==> src/rtl/logarithm_scanner.sv <==
// ---------------------------------------------------------------------------
// logarithm_scanner
//
// Accepts a BIN_SIZE-bit vector and emits the positions of its set bits, one
// per output handshake. The scan order is lowest-bit-first (MSB_FIRST=0) or
// highest-bit-first (MSB_FIRST=1). An all-zero vector produces no indices.
// Instead, it raises a one-cycle 'zero' pulse.
//
// Ports
//   clk        rising-edge clock
//   rst_n      asynchronous active-low reset
//   in_valid   in_vector is presented
//   in_ready   block can accept a vector (IDLE)
//   in_vector  vector to scan
//   out_valid  out_index holds a valid index (SCAN)
//   out_ready  consumer accepts out_index
//   out_index  bit position of the current set bit, zero-extended
//   out_last   current index is the final set bit of the vector
//   zero       one-cycle pulse after an all-zero vector was accepted
//   busy       scan in progress
//
// Legal parameters: 2 <= BIN_SIZE <= 64 and BOUT_SIZE >= clog2(BIN_SIZE).
// ---------------------------------------------------------------------------
module logarithm_scanner #(
  parameter int BIN_SIZE  = 8,
  parameter int BOUT_SIZE = 3,
  parameter bit MSB_FIRST = 1'b0
) (
  input  logic                 clk,
  input  logic                 rst_n,
  input  logic                 in_valid,
  output logic                 in_ready,
  input  logic [BIN_SIZE-1:0]  in_vector,
  output logic                 out_valid,
  input  logic                 out_ready,
  output logic [BOUT_SIZE-1:0] out_index,
  output logic                 out_last,
  output logic                 zero,
  output logic                 busy
);

  typedef enum logic {
    IDLE = 1'b0,
    SCAN = 1'b1
  } state_t;

  state_t               state_reg;
  logic [BIN_SIZE-1:0]  rem_reg;    // set bits not yet reported
  logic                 zero_reg;

  logic [BOUT_SIZE-1:0] pick_index; // position of the bit to report now
  logic [BIN_SIZE-1:0]  pick_mask;  // one-hot mask of that bit
  logic                 single_bit; // rem_reg holds exactly one set bit

  // Priority pick. The loop runs toward the preferred end, so the last
  // match seen is the one reported: ascending for highest-first,
  // descending for lowest-first.
  always_comb begin
    pick_index = '0;
    pick_mask  = '0;
    if (MSB_FIRST) begin
      for (int i = 0; i < BIN_SIZE; i++) begin
        if (rem_reg[i]) begin
          pick_index   = BOUT_SIZE'(i);
          pick_mask    = '0;
          pick_mask[i] = 1'b1;
        end
      end
    end else begin
      for (int i = BIN_SIZE - 1; i >= 0; i--) begin
        if (rem_reg[i]) begin
          pick_index   = BOUT_SIZE'(i);
          pick_mask    = '0;
          pick_mask[i] = 1'b1;
        end
      end
    end
  end

  // A value with exactly one set bit is nonzero and has x & (x-1) == 0.
  assign single_bit = (rem_reg != '0) &&
                      ((rem_reg & (rem_reg - BIN_SIZE'(1))) == '0);

  // All outputs decode from state_reg and rem_reg, so they are
  // glitch-free and cleared as soon as reset is asserted.
  assign in_ready  = (state_reg == IDLE);
  assign busy      = ~in_ready;
  assign out_valid = (state_reg == SCAN);
  assign out_index = (state_reg == SCAN) ? pick_index : '0;
  assign out_last  = (state_reg == SCAN) && single_bit;
  assign zero      = zero_reg;

  always_ff @(posedge clk or negedge rst_n) begin
    if (!rst_n) begin
      state_reg <= IDLE;
      rem_reg   <= '0;
      zero_reg  <= 1'b0;
    end else begin
      zero_reg <= 1'b0;
      case (state_reg)
        IDLE: begin
          if (in_valid) begin
            if (in_vector != '0) begin
              rem_reg   <= in_vector;
              state_reg <= SCAN;
            end else begin
              zero_reg <= 1'b1;
            end
          end
        end
        SCAN: begin
          // In SCAN, the input side is ignored entirely.
          if (out_ready) begin
            rem_reg <= rem_reg & ~pick_mask;
            if (single_bit) begin
              state_reg <= IDLE;
            end
          end
        end
        default: begin
          state_reg <= IDLE;
          rem_reg   <= '0;
        end
      endcase
    end
  end

endmodule

==> config.mk <==
export PLATFORM = sky130hd
export DESIGN_NAME = logarithm_scanner
export DESIGN_NICKNAME = d
export VERILOG_FILES = /design/src/rtl/logarithm_scanner.sv
export SDC_FILE = /design/constraint.sdc
export NUM_CORES = 1
export LEC_CHECK = 0
export CAP_MARGIN = 20
export CORE_AREA = 2 2 44 46
export DETAILED_ROUTE_END_ITERATION = 10
export DIE_AREA = 0 0 46 48
export PLACE_DENSITY = 0.7
export SYNTH_ARGS = -nofsm -noshare
export SYNTH_HDL_FRONTEND = slang
export SYNTH_SLANG_ARGS = --single-unit
==> constraint.sdc <==
create_clock -name clk -period 1.9 [get_ports clk]
set_clock_uncertainty 0.05 [all_clocks]
set_input_delay 0.38 -clock clk [delete_from_list [all_inputs] [get_ports clk]]
set_output_delay 0.38 -clock clk [all_outputs]
set_load 0.02 [all_outputs]
Word level (Yosys, flattened, before mapping):

Cells that the tools add are included.

* register bits after elaboration: 10
* input port bits: 12
* output and inout port bits: 8
* logic and storage cells: 46

* add/sub/neg operators: 1
* eq/ne operators: 3
* muxes and demuxes: 29
* bitwise gates (word level): 4
* reduce and logical (&&, ||, !) cells: 6

Operator list (count)
* $mux W8: 11
* $mux W3: 9
* $and A8 B8 Y8: 2
* $pmux W8 S2: 1
* $reduce_bool A8 Y1: 2
* $logic_not A8 Y1: 1
* $not A8 Y8: 1
* $sub A8 B1 Y8 const B: 1
* $mux W1: 7
* $ne A2 B2 Y1 const B: 2
* $reduce_and A3 Y1: 1
* $logic_and A1 B1 Y1: 2
* $ne A2 B1 Y1 const B: 1
* $pmux W1 S2: 1
* $not A1 Y1: 1

Logic depth before layout (Yosys ltp):

* depth after elaboration: 12
* mapped depth: 6
* gate-level depth less buffers: 5

Worst setup path after synthesis:

No wires, ideal clock.

* kind: register -> output
* start point: register rem_reg[3]
* end point: output out_last
* arrival: 1714 ps
* data required time: 1470 ps
* setup slack: -244 ps
* stages on the path, launching flop included: 6
* path buffers: 0
* path through: dfrtp_1 > or4_4 > xnor2_2 > o41ai_1 > or2_1 > and3_1

* cells in the longest elaborated chain, start to end: 5
* elaborated cells between the ends (all ways): 6
* classes of those cells: 1 x add/sub; 1 x bitwise; 4 x reduce/logical

Ends and longest elaborated chain
* start, declared: RTL line 48 `logic [BIN_SIZE-1:0] rem_reg;`
* start signal, assigned: RTL line 104 `rem_reg <= in_vector;`
* start signal, assigned: RTL line 114 `rem_reg <= rem_reg & ~pick_mask;`
* $sub A8 B1 Y8: RTL line 82 `((rem_reg & (rem_reg - BIN_SIZE'(1))) == '0);`
* $and A8 B8 Y8: RTL line 82
* $logic_not A8 Y1: RTL line 82
* $logic_and A1 B1 Y1 *: RTL line 81 `assign single_bit = (rem_reg != '0) &&`
* $logic_and A1 B1 Y1 *: RTL line 90 `assign out_last = (state_reg == SCAN) && single_bit;`
* end, declared: RTL line 37 `output logic out_last,`

Mark *: on every way between the ends. The rest lies on a longest branch, timed or not.

Worst setup path after layout:

* start point: register rem_reg[0]
* end point: output out_last

Same word-level chain as after synthesis.

==> reports/results.md <==
| Item | This run |
|:---|:---|
| Drt first pass iters | 4 |
| Detailed-route DRC error count | 0 |
| Number of hold-repair buffers added at the cts stage | 0 |
| Fin crit share | 129% |
| Leakage power summed over all cells | 0.565 nW |
| Area enclosed by the die boundary | 2210 µm² |
| Tot GR Track Use | 19.5% |
| Effective utilization at floorplan | 38.1% |
| Layout overhead on the synthesized area | 78.1% |
| Minimum setup slack after placement | -0.734 ns |
| Average instance area after synthesis | 9.08 µm² |
| Worst setup path class | flip-flop to primary output |
| Worst min path class | primary input to async pin |
| Die Width | 46 µm |
| Largest fanout on the critical path | 3 |
| Register clock-pin slew on the reported worst setup and hold paths | 0.07 ns |
| Status | finished, violations left |
| Post-Syn Nets | 83 |
| First-pass GRT wire length | 3.04 mm |
| Number of port buffers | 19 |
| Clock tree from TritonCTS | built |
| Fin crit period | 2.45 ns |
| DPL Wire Length | 1.46 mm |
| Normalized max-slew margin | 67.8% |
| Setup slack, reg-to-reg | -0.03 ns |
| Worst skew pair latency | 0.28 ns |
| Top Ports | 20 |
| Sinks on the clock net | 10 |
| Share of the core filled with cells | 67.9% |
| Number of global-route vias before repair | 723 |
| Per-cell via count in the routed design | 5.46 |
| Beginning of the worst register-to-register path | rem_reg[0]$_DFFE_PN0P_ |
| Failing checks | negative setup slack |
| Proportion of layout cells with a drive suffix above 1 | 42.1% |
| Synthesized instance count | 71 |
| Placeable core area | 1690 µm² |
| Post-DRT Antenna Nets | 0 |
| Endpoint of the most critical setup path | out_last |
| Largest net degree at the start of global routing | 11 |
| Chip height | 48 µm |
| Mean routed wirelength per cell | 14.4 µm |
| Crit path from | rem_reg[0]$_DFFE_PN0P_ |
| Unrepaired setup endpoints after global routing | yes |
| Antenna violations before repair | 0 |
| Share of synthesized area occupied by flip-flops and latches | 38.8% |
| H-tree levels | 1 |
| Synth unique cells | 29 |
| Bufs on Longest Clock Path | 2 |
| Summed negative setup slack over all endpoints | -0.793 ns |
| Least setup slack across all paths after layout | -0.550 ns |
| Actual transition at the worst max-transition pin | 0.482 ns |
| Max reg flops | 8 |
| Filler cell count | 133 |
| Post-synthesis instance area | 644 µm² |
| Required time worst endpoint | 1.47 ns |
| Synthesis-stage register bit count | 10 |
| Number of nets at the end of the flow | 134 |
| Gr ovfl total | 0 |
| Placement Rows | 15 |
| Count of maximum capacitance violations | 0 |
| Cells on worst reg2reg path | 7 |
| Total number of vias | 754 |
| Number of slew-limit violations in the final report | 0 |
| Capture instance of the worst register-to-register path | busy$_DFF_PN0_ |
| Weighted congestion reported at the end of routability-driven placement | 0.817 |
| Antenna diode count | 0 |
| Final setup violating endpoints | 3 |
| Initial detailed-routing violation count | 16 |
| Clock Root Buffer | clkbuf_4 |
| Count of endpoints failing hold in the final timing report | 0 |
| Critical Path Sink Type | primary output |
| Setup crit start kind | flip-flop |
| Warning count from the yosys run | 0 |
| Number of CTS-inserted buffers | 3 |
| Power density normalized to cell area | 1920 nW/µm² |
| Sum of routed wire length over all layers | 1.99 mm |
| Worst EP arrival | 2.02 ns |
| Achievable frequency | 0.408 GHz |
| Worst vdd ir | 838 µV |
-- metal layers --
metal	global-route usage, %	wire length, µm	part of all wire [%]
met1	22.6	896	45
met2	36.7	985	50
met3	2.26	77	3.9
met4	6.86	27	1.4
met5	0	0	0
-- cell families after synthesis --
family / count (synthesis) / share of synthesized area, %
compound gates: 27 / 29.9
simple gates: 25 / 21.7
flops: 10 / 38.8
buf+inv: 7 / 5.43
xor+xnor: 1 / 2.52
fa+ha+maj: 1 / 1.55
-- worst min-delay path by stage --
stage,end,start,depth (start not counted)
final,rem_reg[4]$_DFFE_PN0P_,rst_n,1
after global routing,rem_reg[4]$_DFFE_PN0P_,rst_n,1
after CTS,rem_reg[4]$_DFFE_PN0P_,rst_n,1
after detailed placement,rem_reg[3]$_DFFE_PN0P_,rem_reg[3]$_DFFE_PN0P_,2
after global placement,rem_reg[3]$_DFFE_PN0P_,rem_reg[3]$_DFFE_PN0P_,2
after floorplan,busy$_DFF_PN0_,rst_n,0
-- report_power, final --
| group | switching [W] | leakage (nW) | internal (W) |
|---|---|---|---|
| Clock | 0.0000865 | 0.0210 | 0.000117 |
| Combinational | 0.000720 | 0.418 | 0.000894 |
| Sequential | 0.0000828 | 0.126 | 0.000301 |
| Total | 0.000889 | 0.565 | 0.00131 |
-- synth_stat cells --
library cell | number | area share, %
or2b_1 | 2 | 2.3
or3_1 | 1 | 0.97
or2_1 | 1 | 0.97
nor3_1 | 1 | 0.78
dfrtp_1 | 10 | 39
buf_4 | 2 | 2.3
inv_1 | 4 | 2.3
o21bai_1 | 1 | 1.2
o21ai_0 | 7 | 5.4
a21o_1 | 3 | 3.5
maj3_1 | 1 | 1.6
nand2_1 | 6 | 3.5
a22o_2 | 1 | 1.6
nor2_1 | 4 | 2.3
or4_4 | 1 | 1.7
nor2b_1 | 1 | 0.97
a21boi_1 | 1 | 1.2
nand4b_1 | 1 | 1.4
buf_2 | 1 | 0.78
nand2b_1 | 1 | 0.97
xnor2_2 | 1 | 2.5
a22o_1 | 5 | 6.8
nor4_1 | 4 | 3.9
a41oi_2 | 1 | 2.5
a2111oi_0 | 1 | 1.4
and3_1 | 2 | 1.9
o41ai_1 | 1 | 1.4
a21oi_1 | 5 | 3.9
a211oi_1 | 1 | 1.2
-- cells in the final DEF, fill, tap and decap left out, types with 2 or more instances in the layout --
cell              n
a21o_1            3
a21oi_1           4
a22o_1            5
buf_4            30
buf_6             4
clkbuf_4          3
clkdlybuf4s50_1  12
dfrtp_1           9
dlymetal6s2s_1    3
inv_1             3
nand2_1           6
nor2_1            3
nor4_1            3
o21ai_0           6
or2b_1            2
-- critical path, cell delays in order (launching register included) --
cell	delay [ns]
dfrtp_1	0.38
or4_4	0.56
xnor2_2	0.14
o41ai_1	0.21
or2_1	0.16
and3_4	0.18
buf_6	0.11
-- final cells by class --
class | count | area (µm²) | share of cell area, %
repair buffers | 49 | 428 | 37.3
flip-flops and latches | 10 | 251 | 21.9
clock buffers | 4 | 36.3 | 3.16
well taps | 17 | 21.3 | 1.85
inverters | 4 | 15.0 | 1.31
multi-input cells | 54 | 395 | 34.5
-- stage by stage --
| stage | cells | hold WS, ns | power [W] | cell area (µm²) |
|---|---|---|---|---|
| 2_1_floorplan | 71 | 0.0344 | 0.00112 | 649 |
| 3_3_place_gp | 130 | 0.561 | 0.00178 | 1040 |
| 3_5_place_dp | 130 | 0.566 | 0.00180 | 1040 |
| 4_1_cts | 136 | 0.390 | 0.00207 | 1090 |
| 5_1_grt | 138 | 0.409 | 0.00235 | 1150 |
| 6_report | 138 | 0.376 | 0.00220 | 1150 |
-- repair_timing --
action	4_1_cts	5_1_grt
setup endpoints to repair	4	9
buffers inserted	2	3
pin swaps	4	6
gates resized for setup	27	12
gates cloned	0	0
No activity file was read; power rests on OpenSTA's default activity.
